`config.mk`:
```
export PLATFORM = sky130hd
export DESIGN_NAME = serial_register_loader
export DESIGN_NICKNAME = d
export VERILOG_FILES = /design/src/rtl/serial_register_loader.sv
export SDC_FILE = /design/constraint.sdc
export NUM_CORES = 1
export LEC_CHECK = 0
export ABC_AREA = 1
export BUFFER_PORTS_ARGS = -buffer_cell sky130_fd_sc_hd__buf_2
export CAP_MARGIN = 0
export CELL_PAD_IN_SITES_DETAIL_PLACEMENT = 1
export CELL_PAD_IN_SITES_GLOBAL_PLACEMENT = 2
export CORE_UTILIZATION = 31
export DETAILED_ROUTE_END_ITERATION = 8
export PLACE_DENSITY = 0.84
export SKIP_CTS_REPAIR_TIMING = 1
export SLEW_MARGIN = 20
export SYNTH_ARGS = -nofsm -noshare
export SYNTH_HDL_FRONTEND = slang
export SYNTH_SLANG_ARGS = --single-unit
```
`constraint.sdc`:
```
create_clock -name clk -period 1.6 [get_ports clk]
set_input_delay 0.32 -clock clk [delete_from_list [all_inputs] [get_ports clk]]
set_output_delay 0.32 -clock clk [all_outputs]
set_load 0.1 [all_outputs]
```
`src/rtl/serial_register_loader.sv`:
```
// serial_register_loader
// Builds an N-bit word from a framed serial bit stream, sent MSB first and
// followed by one parity bit. A word with good parity is placed on
// data_output and announced by a one-cycle load_signal pulse. A frame with
// bad parity is dropped and reported by a parity_error pulse. A frame that
// stalls is dropped and reported by a timeout_error pulse.
//
// Ports:
//   clk            rising-edge clock
//   reset          asynchronous, active-high reset
//   start_signal   frame start strobe; also restarts a frame already in progress
//   bit_valid      qualifies bit_input in this cycle
//   bit_input      serial data bit or parity bit
//   data_output    last word accepted with good parity (registered)
//   load_signal    one-cycle pulse: data_output holds a new word
//   parity_error   one-cycle pulse: frame dropped for bad parity
//   timeout_error  one-cycle pulse: frame dropped for stall
//   busy           high while a frame is in progress
//
// state  | meaning
// IDLE   | no frame in progress; waiting for start_signal
// SHIFT  | collecting the N data bits, MSB first
// PARITY | waiting for the trailing parity bit
module serial_register_loader #(
  parameter int N           = 8,
  parameter bit EVEN_PARITY = 1'b1,
  parameter int TIMEOUT     = 16
) (
  input  logic         clk,
  input  logic         reset,
  input  logic         start_signal,
  input  logic         bit_valid,
  input  logic         bit_input,
  output logic [N-1:0] data_output,
  output logic         load_signal,
  output logic         parity_error,
  output logic         timeout_error,
  output logic         busy
);

  localparam int CW = $clog2(N) + 1;
  // With TIMEOUT = 0 the timeout counter is unused. It keeps one bit so the
  // design never declares a zero-width vector.
  localparam int TW = (TIMEOUT > 0) ? $clog2(TIMEOUT + 1) : 1;
  localparam logic [CW-1:0] LAST_BIT = CW'(N - 1);
  localparam logic [TW-1:0] LAST_IDLE = TW'((TIMEOUT > 0) ? TIMEOUT - 1 : 0);

  typedef enum logic [1:0] {
    IDLE,
    SHIFT,
    PARITY
  } state_t;

  state_t        state;
  logic [N-1:0]  shift_reg;
  logic [CW-1:0] bit_cnt;
  logic [TW-1:0] idle_cnt;
  logic          parity_good;

  // The XOR over the data bits and the parity bit is 0 for a good even-parity
  // frame and 1 for a good odd-parity frame.
  always_comb begin
    parity_good = ((^shift_reg) ^ bit_input) == ~EVEN_PARITY;
  end

  assign busy = (state != IDLE);

  always_ff @(posedge clk or posedge reset) begin
    if (reset) begin
      state         <= IDLE;
      shift_reg     <= '0;
      bit_cnt       <= '0;
      idle_cnt      <= '0;
      data_output   <= '0;
      load_signal   <= 1'b0;
      parity_error  <= 1'b0;
      timeout_error <= 1'b0;
    end else begin
      load_signal   <= 1'b0;
      parity_error  <= 1'b0;
      timeout_error <= 1'b0;

      case (state)
        IDLE: begin
          if (start_signal) begin
            state     <= SHIFT;
            shift_reg <= '0;
            bit_cnt   <= '0;
            idle_cnt  <= '0;
          end
        end

        SHIFT, PARITY: begin
          // A restart has priority over a bit or a timeout arriving in the
          // same cycle, and it raises no error pulse.
          if (start_signal) begin
            state     <= SHIFT;
            shift_reg <= '0;
            bit_cnt   <= '0;
            idle_cnt  <= '0;
          end else if (bit_valid) begin
            idle_cnt <= '0;
            if (state == SHIFT) begin
              shift_reg <= {shift_reg[N-2:0], bit_input};
              if (bit_cnt == LAST_BIT) begin
                state   <= PARITY;
                bit_cnt <= '0;
              end else begin
                bit_cnt <= bit_cnt + 1'b1;
              end
            end else begin
              state <= IDLE;
              if (parity_good) begin
                data_output <= shift_reg;
                load_signal <= 1'b1;
              end else begin
                parity_error <= 1'b1;
              end
            end
          end else if (TIMEOUT > 0) begin
            if (idle_cnt == LAST_IDLE) begin
              state         <= IDLE;
              bit_cnt       <= '0;
              idle_cnt      <= '0;
              timeout_error <= 1'b1;
            end else begin
              idle_cnt <= idle_cnt + 1'b1;
            end
          end
        end

        default: begin
          state <= IDLE;
        end
      endcase
    end
  end

endmodule

```
# Yosys cells after proc, flatten, opt, wreduce, memory -nomap -nowiden
# Index checks and enable logic that the tools add are counted.
dict set report classes {
  n_eq_ne 10
  reduce_logical 10
  n_addsub 2
  n_bitwise 4
  n_mux 38
}
# operator n
set ops {}
lappend ops {{$mux W8} 4}
lappend ops {{$mux W4} 6}
lappend ops {{$mux W5} 4}
lappend ops {{$pmux W8 S2} 1}
lappend ops {{$mux W1} 14}
lappend ops {{$mux W2} 6}
lappend ops {{$pmux W5 S2} 1}
lappend ops {{$ne A4 B4 Y1 const B} 2}
lappend ops {{$pmux W4 S2} 1}
lappend ops {{$reduce_and A4 Y1} 2}
lappend ops {{$reduce_xor A8 Y1} 1}
lappend ops {{$ne A3 B3 Y1 const B} 2}
lappend ops {{$add A5 B1 Y5 const B} 1}
lappend ops {{$eq A5 B4 Y1 const B} 1}
lappend ops {{$ne A5 B5 Y1 const B} 1}
lappend ops {{$reduce_and A5 Y1} 1}
lappend ops {{$add A4 B1 Y4 const B} 1}
lappend ops {{$eq A4 B3 Y1 const B} 1}
lappend ops {{$pmux W2 S2} 1}
lappend ops {{$reduce_bool A2 Y1} 2}
lappend ops {{$not A1 Y1} 3}
lappend ops {{$reduce_and A3 Y1} 1}
lappend ops {{$eq A2 B1 Y1 const B} 1}
lappend ops {{$eq A2 B2 Y1 const B} 1}
lappend ops {{other kinds (5)} 5}
dict set report word_totals {
  register_bits 30
  output_inout_bits 12
  word_cells 72
}

# Logic depth before layout (Yosys ltp)
# Gate-level depths: netlist (run 1).
dict set report logic_depth {
  word_depth 7
  mapped_depth 11
}

# Least setup slack after synthesis (run 1)
# OpenSTA, ideal clock, no wires.
dict set report synth_path {
  path_kind {register -> register}
  from {register state[0]}
  to {register shift_reg[3]}
  slack_ps -610
  t_required_ps 1526
  synth_period_minus_slack_ps 2210
  path_buffers 1
  setup_time_ps 74
  path_stages_with_launch 9
  t_arrival_ps 2137
  path_cell_list {dfrtp_1 > inv_1 > ha_1 > inv_1 > nor2_2 > nor4_4 > buf_6 > nand3_1 > o21ai_2}
}
dict set report synth_between {
  elab_chain_len 4
  elab_cells_between_ends 10
}
# element line
set synth_rtl {}
lappend synth_rtl {{start, declared} 54} ;# state_t state;
lappend synth_rtl {{start signal, assigned} 70} ;# state <= IDLE;
lappend synth_rtl {{start signal, assigned} 86} ;# state <= SHIFT;
lappend synth_rtl {{start signal, assigned} 97} ;# state <= SHIFT;
lappend synth_rtl {{$eq A2 B1 Y1 or $eq A2 B2 Y1 (tied branches)} {83, 103}}
lappend synth_rtl {{$reduce_or A2 Y1} 83} ;# case (state)
lappend synth_rtl {{$ne A3 B3 Y1 (no line) or $reduce_bool A2 Y1 (tied branches)} -}
lappend synth_rtl {{$reduce_and A4 Y1 (no line)} -}
lappend synth_rtl {{end signal, assigned} 104} ;# shift_reg <= {shift_reg[N-2:0], bit_input};
lappend synth_rtl {{end, declared} 55} ;# logic [N-1:0] shift_reg;
# Several ways; a longest one is shown, not always the timed one.
# A chain may end at the register's enable or synchronous reset.

# Worst setup path after layout (run 1)
dict set report layout_path {
  from {register state[0]}
  to {output port busy}
}
dict set report layout_between {
  elab_chain_len 1
}
# element line
set layout_rtl {}
lappend layout_rtl {{$reduce_bool A2 Y1} 66} ;# assign busy = (state != IDLE);
lappend layout_rtl {{end, declared} 38} ;# output logic busy
# No other way between the ends.

==> impl_metrics.env, run 1 <==
export IMPL_status="complete, but fails checks"
export IMPL_violations="setup timing"
export IMPL_overflow=0
export IMPL_path_max_fanout=3
export IMPL_fin_crit_sh_pct=104.3
export IMPL_dieArea_um2=5412
export IMPL_rsz0062_at_grt="true"
export IMPL_hold_viol=0
export IMPL_syn_area_um2=1588
export IMPL_whs_ns=0.1018
export IMPL_met3_usage_pct=4.527
export IMPL_r2r_slack_ns=0
export IMPL_p_leak_nw=1.146
export IMPL_fin_worst_skew_ns=0.003867
export IMPL_routed_wirelength_mm=4.237
export IMPL_synth_nets=207
export IMPL_rows=25
export IMPL_crit_start="state[0]"
export IMPL_ys_warn_count=0
export IMPL_ys_types=23
export IMPL_dr_pass1_iters=4
export IMPL_ys_seq_elements=30
export IMPL_clk_insertion_delay_late_ns=0.29
export IMPL_grt_pass1_wl_mm=6.423
export IMPL_grt_pass1_vias=1401
export IMPL_crit_type="reg -> out"
export IMPL_setup_viol=1
export IMPL_worstSetupEndpoint="busy"
export IMPL_tightestPinTransition_ns=0.5004
export IMPL_syn_inst=196
export IMPL_final_max_slew_viol_count=0
export IMPL_setup_worst_path_start_class="register"
export IMPL_min_path_type="in -> async"
export IMPL_route_detailed_drc=0
export IMPL_max_freq_mhz=599.2
export IMPL_cp_slowest_cell="dfrtp_1"
export IMPL_gr_usage_met1_pct=20.31
export IMPL_cts_sinks=30
export IMPL_grtUsageTotal_pct=16.17
export IMPL_setup_tns_ns=-0.06888
export IMPL_cts_root_buf="clkbuf_8"
export IMPL_grtUsageMet2_pct=25.89
export IMPL_antenna_found_initial=0
export IMPL_seq_area_frac_synth_pct=47.28
export IMPL_slew_limit_headroom_pct=66.87
export IMPL_crit_arrival_ns=1.35
export IMPL_htreeDepth=2
export IMPL_cts_max_path_buffers=2
export IMPL_r2r_start="state[0]"
export IMPL_min_period_ns=1.669
export IMPL_layout_setup_ws_ns=-0.06888
export IMPL_fp_dieW_um=73.57
export IMPL_pin_count=17
export IMPL_syn_to_final_growth_pct=46.81
export IMPL_netlist_area_leader_share_pct=47.28
export IMPL_peakVddDrop_mv=0.7020
export IMPL_drv_cap=0
export IMPL_wl_per_cell_um=13.67
export IMPL_r2r_end="shift_reg[6]"
export IMPL_cp_data_required_time_ns=1.28
export IMPL_port_buffers=16
export IMPL_n_antenna_cell=0
export IMPL_viasPerCell=4.545
export IMPL_postRouteAntennaNets=0
export IMPL_cts_tree="built"
export IMPL_grt_busiest_layer="met2"
export IMPL_avgSynthCellArea_um2=8.101
export IMPL_die_h_um=73.57
export IMPL_cp_end_kind="output pin"
export IMPL_dp_cells=290
export IMPL_fp_coreArea_um2=4817
export IMPL_yosys_top_cells_area="dfrtp_1 47%, nand2_1 11%, nand3_1 8.8%, inv_1 7.6%, ha_1 4.7%"
export IMPL_hpwl_mm=2.748
export IMPL_vias=1409
export IMPL_drive_above_1_share_pct=44.44
export IMPL_numCtsBuffers=5
export IMPL_final_cell_area_um2=2331
export IMPL_synth_top_area_cell="dfrtp_1"
export IMPL_grt_max_degree=31
export IMPL_power_density_nw_per_um2=1692
export IMPL_place_congestion=0.7463
export IMPL_drt_iter0_drc=41
export IMPL_fin_nets=253
export IMPL_path_clk_slew_ns=0.07
export IMPL_place_ws_ns=-0.03787
export IMPL_fin_cells=310
export IMPL_critPathMaxStageDelay_ns=0.40
export IMPL_start_util_pct=32.96
export IMPL_placed_cell_area_um2=1899
export IMPL_r2r_cells=8
export IMPL_path_cells="inv_2 > ha_4 > clkinvlp_4 > buf_6 > buf_12"
[through the flow]
| stage | util, % | power, W |
|---|---|---|
| 6_report | 48.39 | 0.003945 |
| 5_1_grt | 48.39 | 0.004154 |
| 4_1_cts | 42.39 | 0.003560 |
| 3_5_place_dp | 39.43 | 0.002577 |
| 3_3_place_gp | 39.43 | 0.002549 |
| 2_1_floorplan | - | 0.002111 |
[kinds of logic (layout without fill, tap and decap cells)]
| kind of cell | count (synthesis) | after routing | share of synthesized area [%] |
|---|---|---|---|
| xor+xnor | 2 | 2 | 1.103 |
| flops | 30 | 30 | 47.28 |
| simple gates | 102 | 104 | 30.34 |
| buf+inv | 35 | 80 | 8.747 |
| fa+ha+maj | 6 | 6 | 4.728 |
| compound gates | 20 | 20 | 7.171 |
| mux | 1 | 1 | 0.6304 |
[report_power, final]
| group | switching [W] | internal, W | total, W | leakage (nW) |
|---|---|---|---|---|
| registers | 0.0000904 | 0.000865 | 0.000955 | 0.408 |
| logic | 0.00133 | 0.000693 | 0.00203 | 0.667 |
| clock network | 0.000300 | 0.000664 | 0.000964 | 0.0714 |
| total | 0.00172 | 0.00222 | 0.00394 | 1.15 |
[per-layer routing]
layer  share of wire (%)  vias to the layer above
li1                    -                      713
met1                  47                      670
met2                  50                       20
met3                 2.0                        6
met4                 1.7                        0
met5                   0                        -
[worst min-delay path by stage]
stage,from,end,slack (ns),cells after the start
after floorplan,reset,bit_cnt[0],0.41,1
after global placement,reset,bit_cnt[0],0.42,3
after detailed placement,reset,bit_cnt[0],0.43,3
after CTS,reset,load_signal,0.12,3
after global routing,reset,bit_cnt[0],0.14,3
final,reset,bit_cnt[0],0.10,3
[cell type report]
class / count / area [um2]
clock buffers: 6 / 82.58
clock inverters: 2 / 60.06
fillers: 590 / 2486
inverters: 34 / 136.4
multi-input cells: 133 / 923.4
flip-flops and latches: 30 / 755.7
well taps: 67 / 83.83
repair buffers: 38 / 289.0
[synth_stat cells]
library cell,count
nor3_1,3
a211oi_1,1
inv_2,2
nor2_1,16
nand2_4,2
nand2_2,1
nor4_4,1
nor2_2,1
xor2_1,1
a21oi_1,5
mux2i_1,1
ha_1,6
xnor2_1,1
nand3_1,28
inv_1,32
nand2_1,47
dfrtp_1,30
o21ai_1,2
o32ai_1,1
o21ai_0,9
buf_6,1
o21ai_2,2
nor2_4,3
[cells in the final DEF, fill, tap and decap left out, types with 2 or more instances in the layout]
cell	synthesis	final
nand2_1	47	36
nand3_1	28	12
inv_1	32	26
dfrtp_2	0	4
a21oi_1	5	5
o21ai_2	2	5
nor2_2	1	2
bufinv_16	0	2
nand3_4	0	2
ha_4	0	2
nor3_1	3	2
nand2_4	2	5
nand2_2	1	11
ha_1	6	3
nand3_2	0	14
buf_12	0	3
buf_4	0	19
dfrtp_1	30	26
inv_2	2	5
nor2_4	3	5
clkbuf_8	0	6
buf_2	0	15
inv_4	0	2
o21ai_1	2	7
nor2_1	16	13
[critical path, delay by kind of cell (launching register included)]
kind	cells	cell delay (ns)
fa+ha+maj	1	0.16
buf+inv	4	0.49
flops	1	0.40
(Power assumes the default switching activity.)
==> inputs of run 2 (changes only) <==
- CORE_UTILIZATION: 31 -> 34
- PLACE_DENSITY: 0.84 -> 0.87
- clock period: 1.6 -> 1.8 ns (I/O delays scaled with it)
==> run 2 against run 1 <==
Compared with the run above: the run now ends clean; clock power down 30%; setup slack better by 0.17 ns; critical path depth grew 4; flip-flop and latch count unchanged; largest cell class is now sequential cells; die area fell by 8.6%; clock-buffer cell count shrank 1; design area shrank 17%; largest power group unchanged; sequential power shrank 13%; utilization decreased by 4.5 points; power fell by 28%; clock skew about the same; hold slack improved by 0.046 ns.
==> impl_metrics.env, run 2 (same netlist as run 1, synthesis figures left out) <==
export IMPL_postRouteAntennaNets=0
export IMPL_place_congestion=0.9352
export IMPL_syn_to_final_growth_pct=21.99
export IMPL_cts_tree="built"
export IMPL_power_frac_clock_pct=23.8
export IMPL_wl_per_cell_um=12.36
export IMPL_p_leak_nw=1.041
export IMPL_switching_share_pct=45.99
export IMPL_grt_pass1_vias=1292
export IMPL_final_common_cell="nand2_1"
export IMPL_path_max_fanout=4
export IMPL_crit_arrival_ns=1.90
export IMPL_route_detailed_drc=0
export IMPL_n_antenna_cell=0
export IMPL_final_max_slew_viol_count=0
export IMPL_r2r_end="state[0]"
export IMPL_slew_limit_headroom_pct=67.72
export IMPL_crit_type="reg -> reg"
export IMPL_clk_insertion_delay_late_ns=0.28
export IMPL_port_buffers=16
export IMPL_overflow=0
export IMPL_r2r_start="state[1]"
export IMPL_rows=24
export IMPL_status="complete, no violations"
export IMPL_grt_pass1_wl_mm=6.106
export IMPL_cts_root_buf="clkbuf_8"
export IMPL_fp_dieW_um=70.34
export IMPL_max_freq_mhz=589.2
export IMPL_min_path_type="in -> async"
export IMPL_power_density_nw_per_um2=1461
export IMPL_numCtsBuffers=5
export IMPL_setup_worst_path_start_class="register"
export IMPL_tightestPinTransition_ns=0.4875
export IMPL_drv_cap=0
export IMPL_final_cell_mix="46 x nand2_1, 30 x dfrtp_1, 28 x inv_1"
export IMPL_viasPerCell=4.792
export IMPL_antenna_found_initial=0
export IMPL_start_util_pct=35.97
export IMPL_vias=1337
export IMPL_drive_above_1_share_pct=22.91
export IMPL_hold_viol=0
export IMPL_die_h_um=70.34
export IMPL_p_seq_share_pct=29.5
export IMPL_drt_iter0_drc=54
export IMPL_layout_setup_ws_ns=0.1029
export IMPL_min_period_ns=1.697
export IMPL_cp_end_kind="register"
export IMPL_fp_coreArea_um2=4414
export IMPL_pin_count=17
export IMPL_path_clk_slew_ns=0.07
export IMPL_dieArea_um2=4947
export IMPL_r2r_cells=9
export IMPL_pwr_share_comb_pct=46.7
export IMPL_dp_cells=267
export IMPL_r2r_slack_ns=0.10
export IMPL_peakVddDrop_mv=0.4665
export IMPL_cts_max_path_buffers=2
export IMPL_routed_wirelength_mm=3.449
export IMPL_fin_worst_skew_ns=0.003629
export IMPL_cp_data_required_time_ns=2.00
export IMPL_grtUsageTotal_pct=15.72
export IMPL_setup_viol=0
export IMPL_rsz0062_at_grt="false"
export IMPL_fin_crit_sh_pct=94.29
export IMPL_cts_sinks=30
export IMPL_htreeDepth=2
export IMPL_fin_cells=279
export IMPL_hpwl_mm=2.541
export IMPL_place_ws_ns=0.04346
export IMPL_dr_pass1_iters=4
export IMPL_fin_nets=237
export IMPL_switchingPower_w=0.001302
export IMPL_p_int_w=0.001529
export IMPL_grt_max_degree=31
==> run 2: cell types whose count changed in the layout (fill, tap and decap cells not counted), sizes merged <==
cell,delta
clkbuf,-1
clkinv,+2
nand2,-2
buf,-14
bufinv,-1
==> run 2: worst max-delay path by stage <==
stage | start | endpoint | slack, ns | cells past startpoint
3_3_place_gp | state[0] | data_output[5] | 0.06 | 9
3_5_place_dp | state[0] | data_output[0] | 0.04 | 9
6_report | state[1] | state[0] | 0.10 | 9
2_1_floorplan | state[1] | bit_cnt[0] | -0.13 | 11
4_1_cts | state[0] | data_output[0] | 0.02 | 9
5_1_grt | state[1] | bit_cnt[2] | 0.007 | 11
==> run 2: layout make-up <==
class | count | area (um2)
Tap cell | 52 | 65.06
Inverter | 34 | 131.4
Multi-Input combinational cell | 131 | 725.7
Clock buffer | 5 | 68.82
Fill cell | 543 | 2477
Clock inverter | 3 | 40.04
Timing Repair Buffer | 24 | 155.1
Sequential cell | 30 | 750.7
==> run 2: layer usage <==
layer / vias up / wire length, um / track usage [%]
li1: 680 / - / -
met1: 634 / 1731 / 21.29
met2: 17 / 1552 / 23.49
met3: 6 / 108 / 4.473
met4: 0 / 57 / 6.222
met5: - / 0 / 0
==> run 2: critical path: stages, from the launching register on <==
cell and delay, ns:
dfrtp_1 0.42, inv_2 0.11, ha_4 0.22, nand2_4 0.10, inv_2 0.04, nand2_1 0.11
nor2_1 0.09, nor3_1 0.33, nand2_1 0.10, o21ai_0 0.09
==> run 2: metrics by stage <==
step                hold slack, ns  util [%]  power [W]  setup TNS (ns)  area, um2
detailed placement          0.4530     40.67   0.002147               0       1795
global route                0.1900     43.88   0.003001               0       1937
floorplan                   0.4508         -   0.001876         -0.6569       1617
global placement            0.4497     40.67   0.002127               0       1795
CTS                         0.1574     43.14   0.002829               0       1904
finish                      0.1473     43.88   0.002830               0       1937
==> run 2: power by group through the flow <==
stage,Clock (W),Sequential (W),Combinational (W)
5_1_grt,0.000719,0.000849,0.00143
3_5_place_dp,0,0.000850,0.00130
2_1_floorplan,0,0.00118,0.000698
6_report,0.000673,0.000834,0.00132
3_3_place_gp,0,0.000844,0.00128
4_1_cts,0.000692,0.000838,0.00130
==> inputs of run 3 (changes only) <==
- RECOVER_POWER: default -> 25
==> run 3 against run 2 <==
Compared with the run above: combinational power hardly changed; first-iteration DRC count is the same; utilization down 0.057 points; die area is the same; clock skew unchanged.
==> impl_metrics.env, run 3 (same netlist as run 1, synthesis figures left out) <==
export IMPL_peakVddDrop_mv=0.4664
export IMPL_grtUsageTotal_pct=15.72
export IMPL_pin_count=17
export IMPL_fin_cells=279
export IMPL_cts_tree="built"
export IMPL_fin_crit_sh_pct=94.29
export IMPL_cts_root_buf="clkbuf_8"
export IMPL_fillers=543
export IMPL_syn_to_final_growth_pct=21.83
export IMPL_place_congestion=0.9352
export IMPL_dp_cells=267
export IMPL_postLayoutCoreUtil_pct=43.82
export IMPL_r2r_end="state[0]"
export IMPL_antenna_found_initial=0
export IMPL_final_max_slew_viol_count=0
export IMPL_dieArea_um2=4947
export IMPL_min_period_ns=1.697
export IMPL_final_cell_area_um2=1934
export IMPL_status="complete, no violations"
export IMPL_cts_sinks=30
export IMPL_rsz0062_at_grt="false"
export IMPL_min_path_type="in -> async"
export IMPL_hpwl_mm=2.541
export IMPL_worstSetupEndpoint="state[0]"
export IMPL_grt_max_degree=31
export IMPL_vias=1338
export IMPL_n_antenna_cell=0
export IMPL_viasPerCell=4.796
export IMPL_route_detailed_drc=0
export IMPL_r2r_start="state[1]"
export IMPL_port_buffers=16
export IMPL_wl_per_cell_um=12.35
export IMPL_final_cell_mix="46 x nand2_1, 30 x dfrtp_1, 28 x inv_1"
export IMPL_grt_pass1_vias=1292
export IMPL_start_util_pct=35.97
export IMPL_dr_pass1_iters=4
export IMPL_fin_nets=237
export IMPL_power_density_nw_per_um2=1463
export IMPL_drv_cap=0
export IMPL_tightestPinTransition_ns=0.7621
export IMPL_setup_worst_path_start_class="register"
export IMPL_die_h_um=70.34
export IMPL_fp_dieW_um=70.34
export IMPL_final_common_cell="nand2_1"
export IMPL_r2r_cells=9
export IMPL_numCtsBuffers=5
export IMPL_drt_iter0_drc=54
export IMPL_crit_start="state[1]"
export IMPL_postRouteAntennaNets=0
export IMPL_crit_type="reg -> reg"
export IMPL_rows=24
export IMPL_p_leak_nw=1.040
export IMPL_max_freq_mhz=589.2
export IMPL_critPathMaxStageDelay_ns=0.42
export IMPL_r2r_slack_ns=0.10
export IMPL_path_clk_slew_ns=0.07
export IMPL_drive_above_1_share_pct=22.91
export IMPL_cp_slowest_cell="dfrtp_1"
export IMPL_setup_viol=0
export IMPL_cts_max_path_buffers=2
export IMPL_hold_viol=0
export IMPL_clk_insertion_delay_late_ns=0.28
export IMPL_placed_cell_area_um2=1795
export IMPL_cp_end_kind="register"
export IMPL_fin_worst_skew_ns=0.003629
export IMPL_fp_coreArea_um2=4414
export IMPL_grt_pass1_wl_mm=6.106
export IMPL_path_cells="inv_2 > ha_4 > nand2_4 > inv_2 > nand2_1 > nor2_1 > nor3_1 > nand2_1 > o21ai_0"
export IMPL_slew_limit_headroom_pct=49.19
export IMPL_overflow=0
export IMPL_routed_wirelength_mm=3.447
export IMPL_cp_data_required_time_ns=2.00
export IMPL_crit_arrival_ns=1.90
export IMPL_htreeDepth=2
export IMPL_path_max_fanout=4
run 3: where the power goes:
part	internal [W]	total, W	switching, W	leakage (nW)
Combinational	0.000356	0.00132	0.000966	0.568
Clock	0.000407	0.000673	0.000266	0.0579
Sequential	0.000765	0.000834	0.0000698	0.414
run 3: worst min-delay path by stage:
stage	depth (start not counted)	end	startpoint	slack, ns
after global routing	3	timeout_error	reset	0.37
after CTS	3	idle_cnt[1]	reset	0.16
after floorplan	1	bit_cnt[0]	reset	0.45
final	3	timeout_error	reset	0.28
after global placement	2	data_output[2]	data_output[2]	0.45
after detailed placement	2	data_output[7]	data_output[7]	0.45
run 3: cell type report:
class / count / area, um2 / share of cell area (%)
clock inverters: 3 / 40.04 / 2.070
repair buffers: 24 / 152.6 / 7.891
clock buffers: 5 / 68.82 / 3.558
inverters: 34 / 131.4 / 6.792
well taps: 52 / 65.06 / 3.364
multi-input cells: 131 / 725.7 / 37.52
flip-flops and latches: 30 / 750.7 / 38.81
run 3: through the flow:
stage | worst slack, ns | total power [W] | setup TNS, ns | hold WS, ns
finish | 0.1029 | 0.002830 | 0 | 0.2838
global route | 0.007262 | 0.003000 | 0 | 0.3708
CTS | 0.02396 | 0.002829 | 0 | 0.1574
detailed placement | 0.04346 | 0.002147 | 0 | 0.4530
global placement | 0.05834 | 0.002127 | 0 | 0.4497
floorplan | -0.1251 | 0.001876 | -0.6569 | 0.4508
run 3: critical path, delay by kind of cell, from the launching register on:
| kind | cells | cell delay [ns] |
|---|---|---|
| fa+ha+maj | 1 | 0.22 |
| buf+inv | 2 | 0.15 |
| simple gates | 5 | 0.73 |
| flops | 1 | 0.42 |
| compound gates | 1 | 0.09 |
run 3: layer usage:
metal / up-vias / global-route usage, % / wire length, um
met5: - / 0 / 0
met4: 0 / 6.222 / 57
met3: 6 / 4.473 / 108
met2: 17 / 23.49 / 1552
met1: 634 / 21.29 / 1729
li1: 681 / - / -
